<file path="config.mk">
export PLATFORM = sky130hd
export DESIGN_NAME = oric_ram_arbiter
export DESIGN_NICKNAME = d
export VERILOG_FILES = /design/src/rtl/oric_ram_pkg.sv /design/src/rtl/oric_ram_tape_fifo.sv /design/src/rtl/oric_ram_arbiter.sv
export SDC_FILE = /design/constraint.sdc
export NUM_CORES = 1
export LEC_CHECK = 0
export ABC_AREA = 1
export CORE_ASPECT_RATIO = 0.75
export CORE_MARGIN = 5
export CORE_UTILIZATION = 44
export DETAILED_ROUTE_END_ITERATION = 10
export PLACE_DENSITY = 0.67
export SYNTH_ARGS = -nofsm -noshare
export SYNTH_HDL_FRONTEND = slang
export SYNTH_HIERARCHICAL = 1
export SYNTH_SLANG_ARGS = --single-unit
</file>
<file path="constraint.sdc">
create_clock -name clk -period 2.4 [get_ports clk]
set_input_delay 0.48 -clock clk [delete_from_list [all_inputs] [get_ports clk]]
set_output_delay 0.48 -clock clk [all_outputs]
set_load 0.01 [all_outputs]
</file>
<file path="src/rtl/oric_ram_pkg.sv">
// Shared types and defaults for the Oric main-RAM arbiter and its tape FIFO.
package oric_ram_pkg;

   localparam logic [7:0] FILL_DEFAULT = 8'h01;
   localparam int         TAPE_AW_MAX  = 16;

   typedef enum logic {
      ARB_CLEAR,
      ARB_RUN
   } arb_state_t;

   // Addresses narrower than TAPE_AW_MAX are zero-extended into the beat.
   typedef struct packed {
      logic [TAPE_AW_MAX-1:0] addr;
      logic [7:0]             data;
   } tape_beat_t;

endpackage

</file>
<file path="src/rtl/oric_ram_tape_fifo.sv">
// Small synchronous FIFO buffering tape loader bytes until the RAM port is free.
module oric_ram_tape_fifo
   import oric_ram_pkg::*;
#(
   parameter int LG2 = 2
) (
   input  logic       clk,
   input  logic       reset_n,
   input  logic       push,
   input  logic       pop,
   input  tape_beat_t wr_beat,
   output tape_beat_t rd_beat,
   output logic       empty,
   output logic       full,
   output logic       ready
);

   localparam int DEPTH = 1 << LG2;

   tape_beat_t     mem [DEPTH];
   logic [LG2:0]   wr_ptr;
   logic [LG2:0]   rd_ptr;
   logic [LG2:0]   wr_ptr_nxt;
   logic [LG2:0]   rd_ptr_nxt;
   logic           do_push;
   logic           do_pop;
   logic           full_nxt;

   // Extra pointer MSB distinguishes full from empty when the indices coincide.
   always_comb begin
      empty      = (wr_ptr == rd_ptr);
      full       = (wr_ptr[LG2] != rd_ptr[LG2]) && (wr_ptr[LG2-1:0] == rd_ptr[LG2-1:0]);
      do_push    = push & ~full;
      do_pop     = pop & ~empty;
      wr_ptr_nxt = wr_ptr + (LG2+1)'(do_push);
      rd_ptr_nxt = rd_ptr + (LG2+1)'(do_pop);
      full_nxt   = (wr_ptr_nxt[LG2] != rd_ptr_nxt[LG2]) &&
                   (wr_ptr_nxt[LG2-1:0] == rd_ptr_nxt[LG2-1:0]);
      rd_beat    = mem[rd_ptr[LG2-1:0]];
   end

   always_ff @(posedge clk or negedge reset_n) begin
      if (!reset_n) begin
         wr_ptr <= '0;
         rd_ptr <= '0;
         ready  <= 1'b0;
      end else begin
         wr_ptr <= wr_ptr_nxt;
         rd_ptr <= rd_ptr_nxt;
         ready  <= ~full_nxt;
      end
   end

   always_ff @(posedge clk) begin
      if (do_push) begin
         mem[wr_ptr[LG2-1:0]] <= wr_beat;
      end
   end

endmodule

</file>
<file path="src/rtl/oric_ram_arbiter.sv">
// Single-port Oric main RAM owner: post-reset fill, then CPU-priority sharing with
// a FIFO-buffered tape loader that only gets CPU-idle cycles.
module oric_ram_arbiter
   import oric_ram_pkg::*;
#(
   parameter int         AW       = 16,
   parameter logic [7:0] FILL     = FILL_DEFAULT,
   parameter int         FIFO_LG2 = 2
) (
   input  logic          clk,
   input  logic          reset_n,
   input  logic          clear_start,
   input  logic          cpu_cs,
   input  logic          cpu_we,
   input  logic [AW-1:0] cpu_ad,
   input  logic [7:0]    cpu_d,
   output logic [7:0]    cpu_q,
   input  logic          tape_wr,
   input  logic [AW-1:0] tape_addr,
   input  logic [7:0]    tape_dout,
   output logic          tape_ready,
   output logic          tape_idle,
   output logic          clear_done,
   output logic          ram_ce,
   output logic          ram_we,
   output logic [AW-1:0] ram_a,
   output logic [7:0]    ram_d,
   input  logic [7:0]    ram_q
);

   localparam logic [AW:0] CNT_LAST = {1'b0, {AW{1'b1}}};
   localparam logic [AW:0] CNT_ONE  = (AW+1)'(1);

   arb_state_t    state;
   arb_state_t    state_nxt;
   logic [AW:0]   cnt;
   logic [AW:0]   cnt_nxt;
   logic          ce_nxt;
   logic          we_nxt;
   logic [AW-1:0] a_nxt;
   logic [7:0]    d_nxt;
   logic          tape_push;
   logic          tape_pop;
   logic          tape_issued;
   logic          fifo_empty;
   logic          fifo_full;
   tape_beat_t    beat_in;
   tape_beat_t    head;
   logic          unused_head_addr;

   assign cpu_q            = ram_q;
   assign tape_push        = tape_wr & tape_ready & ~fifo_full;
   assign beat_in.addr     = TAPE_AW_MAX'(tape_addr);
   assign beat_in.data     = tape_dout;
   assign tape_idle        = fifo_empty & ~tape_issued;
   assign unused_head_addr = ^head.addr;

   oric_ram_tape_fifo #(
      .LG2 (FIFO_LG2)
   ) u_tape_fifo (
      .clk     (clk),
      .reset_n (reset_n),
      .push    (tape_push),
      .pop     (tape_pop),
      .wr_beat (beat_in),
      .rd_beat (head),
      .empty   (fifo_empty),
      .full    (fifo_full),
      .ready   (tape_ready)
   );

   // Port grant: a clear request silences the port for one cycle and restarts the fill;
   // otherwise the fill owns the port, then CPU beats tape, then idle holds address/data.
   always_comb begin
      state_nxt = state;
      cnt_nxt   = cnt;
      ce_nxt    = 1'b0;
      we_nxt    = 1'b0;
      a_nxt     = ram_a;
      d_nxt     = ram_d;
      tape_pop  = 1'b0;
      if (clear_start) begin
         state_nxt = ARB_CLEAR;
         cnt_nxt   = '0;
      end else if (state == ARB_CLEAR) begin
         ce_nxt  = 1'b1;
         we_nxt  = 1'b1;
         a_nxt   = cnt[AW-1:0];
         d_nxt   = FILL;
         cnt_nxt = cnt + CNT_ONE;
         if (cnt == CNT_LAST) begin
            state_nxt = ARB_RUN;
         end
      end else if (cpu_cs) begin
         ce_nxt = 1'b1;
         we_nxt = cpu_we;
         a_nxt  = cpu_ad;
         d_nxt  = cpu_d;
      end else if (!fifo_empty) begin
         tape_pop = 1'b1;
         ce_nxt   = 1'b1;
         we_nxt   = 1'b1;
         a_nxt    = head.addr[AW-1:0];
         d_nxt    = head.data;
      end
   end

   always_ff @(posedge clk or negedge reset_n) begin
      if (!reset_n) begin
         state <= ARB_CLEAR;
         cnt   <= '0;
      end else begin
         state <= state_nxt;
         cnt   <= cnt_nxt;
      end
   end

   // clear_done tracks the registered state so it rises with the final fill write.
   always_ff @(posedge clk or negedge reset_n) begin
      if (!reset_n) begin
         ram_ce      <= 1'b0;
         ram_we      <= 1'b0;
         ram_a       <= '0;
         ram_d       <= '0;
         clear_done  <= 1'b0;
         tape_issued <= 1'b0;
      end else begin
         ram_ce      <= ce_nxt;
         ram_we      <= we_nxt;
         ram_a       <= a_nxt;
         ram_d       <= d_nxt;
         clear_done  <= (state_nxt == ARB_RUN);
         tape_issued <= tape_pop;
      end
   end

endmodule

</file>
==> impl_metrics.json <==
{
  "outcome": "completed",
  "nFillCells": 1300,
  "seq_area_frac_synth_pct": 62.28,
  "ctsLongestPathBuffers": 2,
  "gp_congestion": 0.9013,
  "drc": 0,
  "clock_sinks": 148,
  "period_needed_ns": 2.229,
  "syn_to_final_growth_pct": 23.52,
  "slew_viol_final": 0,
  "holdBufCountCts": 0,
  "finalPower_mw": 6.639,
  "fin_util_pct": 54.86,
  "power.leakage_nw": 3.209,
  "grt_pass1_wl_um": 24290,
  "synthesis.nets": 690,
  "arrival_ns": 1.75,
  "grt_overflow_total": 0,
  "firstDrtPassIters": 6,
  "crit_path_max_incr_delay_ns": 0.42,
  "powerDensity_nw_per_um2": 800.1,
  "slowest_stage": "dfrtp_1",
  "yosysWarnings": 6,
  "rsz0062_at_grt": "false",
  "fin_tns_setup_ns": 0,
  "dpl_cell_area_um2": 7732,
  "vias": 4769,
  "setup_ws_ns": 0.1706,
  "hold_path_class": "in -> async",
  "h-tree-depth": 4,
  "viasPerCell": 5.184,
  "clock_latency_ns": 0.43,
  "maxSlewHeadroom_pct": 49.44,
  "cts_tree": "done",
  "numCtsBuffers": 17,
  "max_freq_ghz": 0.4485,
  "clk_pin_slew_ns": 0.06,
  "final_cell_mix": "nand2_1, edfxtp_1, o21ai_0",
  "syn_area_um2": 6718,
  "io_pins": 99,
  "post-route-period-util_pct": 92.89,
  "regArea_um2": 4184,
  "final_cell_count_no_fill": 920,
  "hold_violations": 0,
  "hpwl_um": 10160,
  "place_inst": 888,
  "critPathLaunchType": "register",
  "drive_gt1_share_pct": 14.13,
  "grt.busiest_layer": "met2",
  "coreArea_um2": 15130,
  "dp_slack_ns": 0.1929,
  "cp-end-kind": "output port",
  "syn-instance-count": 622,
  "worst_path_most_repeated_cell": "inv_1",
  "grt_util_met2_pct": 26.33,
  "die_h_um": 117.0,
  "finalSetupViolations": 0,
  "antenna_found_initial": 0,
  "ys_ff_latch": 148,
  "start_util_pct": 44.41,
  "maxCapViolations": 0,
  "crit_path_max_fanout": 5,
  "use_met3_pct": 4.851,
  "ant_nets": 0,
  "tightest_slew_ns": 0.7576,
  "die_w_um": 152.7,
  "grt_pass1_vias": 4601,
  "ir_worst_vdd_mv": 0.5627,
  "critical_path_required_ns": 1.92,
  "drt_wl_total_um": 15190,
  "grt_usage_pct": 17.61,
  "ys_types": 34,
  "n_antenna_cell": 0,
  "grt_max_degree": 50,
  "root_buffer": "clkbuf_16",
  "fin_area_um2": 8298,
  "critPathKind": "reg -> out",
  "drt_iter0_drc": 455,
  "multiInputGateArea_um2": 2155,
  "crit_chain": "inv_1 > nand2_1 > nand2_1 > nand3b_1 > inv_1 > inv_1 > nor2_1 > clkdlybuf4s15_1",
  "port_buffers": 82,
  "avgSynthCellArea_um2": 10.80,
  "met1_usage_pct": 24.89,
  "clock_skew_ns": 0.01230,
  "wire_per_inst_um": 16.51,
  "holdWs_ns": 0.1098,
  "final_common_cell": "nand2_1",
  "final_nets": 770,
  "dieArea_um2": 17860,
  "std_cell_rows": 39
}
[final timing paths]
| check | end | slack (ns) | cells past startpoint | start |
|---|---|---|---|---|
| hold reg to reg | ram_a[7] | 0.48 | 2 | ram_a[7] |
| hold / removal | cnt[15] | 0.11 | 1 | reset_n |
| min in group clk | ram_a[7] | 0.48 | 2 | ram_a[7] |
| setup reg to reg | u_tape_fifo/ready | 0.34 | 13 | u_tape_fifo/wr_ptr[1] |
| max in group asynchronous | u_tape_fifo/wr_ptr[1] | 1.65 | 2 | reset_n |
| setup / recovery | tape_idle | 0.17 | 8 | u_tape_fifo/wr_ptr[1] |
[synth_stat cells]
library cell	number	area share, %
nor4_1	1	0.093
buf_12	2	0.60
o22ai_1	11	1.0
nor3b_1	1	0.11
nand2_1	118	6.6
buf_1	1	0.056
inv_2	5	0.28
xor2_1	4	0.52
nand3b_1	1	0.11
dfrtp_1	52	19
a2bb2oi_1	1	0.13
nand2_4	1	0.17
and2_1	1	0.093
clkbuf_1	6	0.34
o31ai_4	1	0.32
o22ai_2	20	3.7
xnor2_1	1	0.13
inv_1	32	1.8
nor2_1	86	4.8
nor2_2	4	0.37
o21ai_0	88	6.6
buf_6	1	0.17
o21ai_1	10	0.75
edfxtp_1	96	43
buf_4	12	1.3
nor2_4	20	3.4
nand3_2	1	0.15
ha_1	6	1.1
nand4_1	6	0.56
a31oi_1	1	0.093
nand3_1	5	0.37
buf_2	16	1.2
a21oi_1	9	0.67
nor3_1	2	0.15
[registers in the layout (all words and copies together) (netlist names)]
name / flops
ram_ce: 1
ram_d: 8
u_tape_fifo/wr_ptr: 3
u_tape_fifo/ready: 1
clear_done: 1
tape_issued: 1
u_tape_fifo/rd_ptr: 3
ram_a: 16
u_tape_fifo/mem: 96
cnt: 17
ram_we: 1
[per-layer routing]
metal / vias to the layer above / share of wire, %
li1: 2297 / -
met1: 2274 / 47
met2: 168 / 44
met3: 30 / 7.0
met4: 0 / 1.7
met5: - / 0
[logic make-up (layout without fill, tap and decap cells)]
| family | count (synthesis) | in the layout | synth area share, % |
|---|---|---|---|
| compound gates | 141 | 141 | 13.26 |
| xor+xnor | 5 | 5 | 0.6519 |
| fa+ha+maj | 6 | 6 | 1.117 |
| buf+inv | 75 | 168 | 5.755 |
| flops | 148 | 148 | 62.28 |
| simple gates | 247 | 247 | 16.93 |
[area by class of cell]
class | instances | share of cell area, %
sequential | 148 | 50.42
multi-input combinational | 399 | 25.97
timing repair buffer | 99 | 12.12
clock buffer | 17 | 5.127
tap | 205 | 3.091
inverter | 37 | 1.674
clock inverter | 15 | 1.598
[critical path, delay by kind of cell (launching register included)]
family / cells / cell delay, ns
simple gates: 4 / 0.35
flops: 1 / 0.42
buf+inv: 4 / 0.55
[power breakdown]
part / internal, mW / switching (mW) / leakage (nW) / total [mW]
Sequential: 3.12 / 0.128 / 1.58 / 3.25
Combinational: 0.355 / 0.558 / 1.37 / 0.913
Clock: 1.42 / 1.05 / 0.257 / 2.48
Total: 4.90 / 1.74 / 3.21 / 6.64
[repair_timing]
| action | CTS | global route |
|---|---|---|
| endpoints found under the setup margin | 1 | 1 |
| gates resized for setup | 2 | 1 |
| cloned | 0 | 0 |
| hold endpoints to repair | 0 | 0 |
| setup buffers | 0 | 0 |
Note: power is estimated with default switching activity, not from simulation.
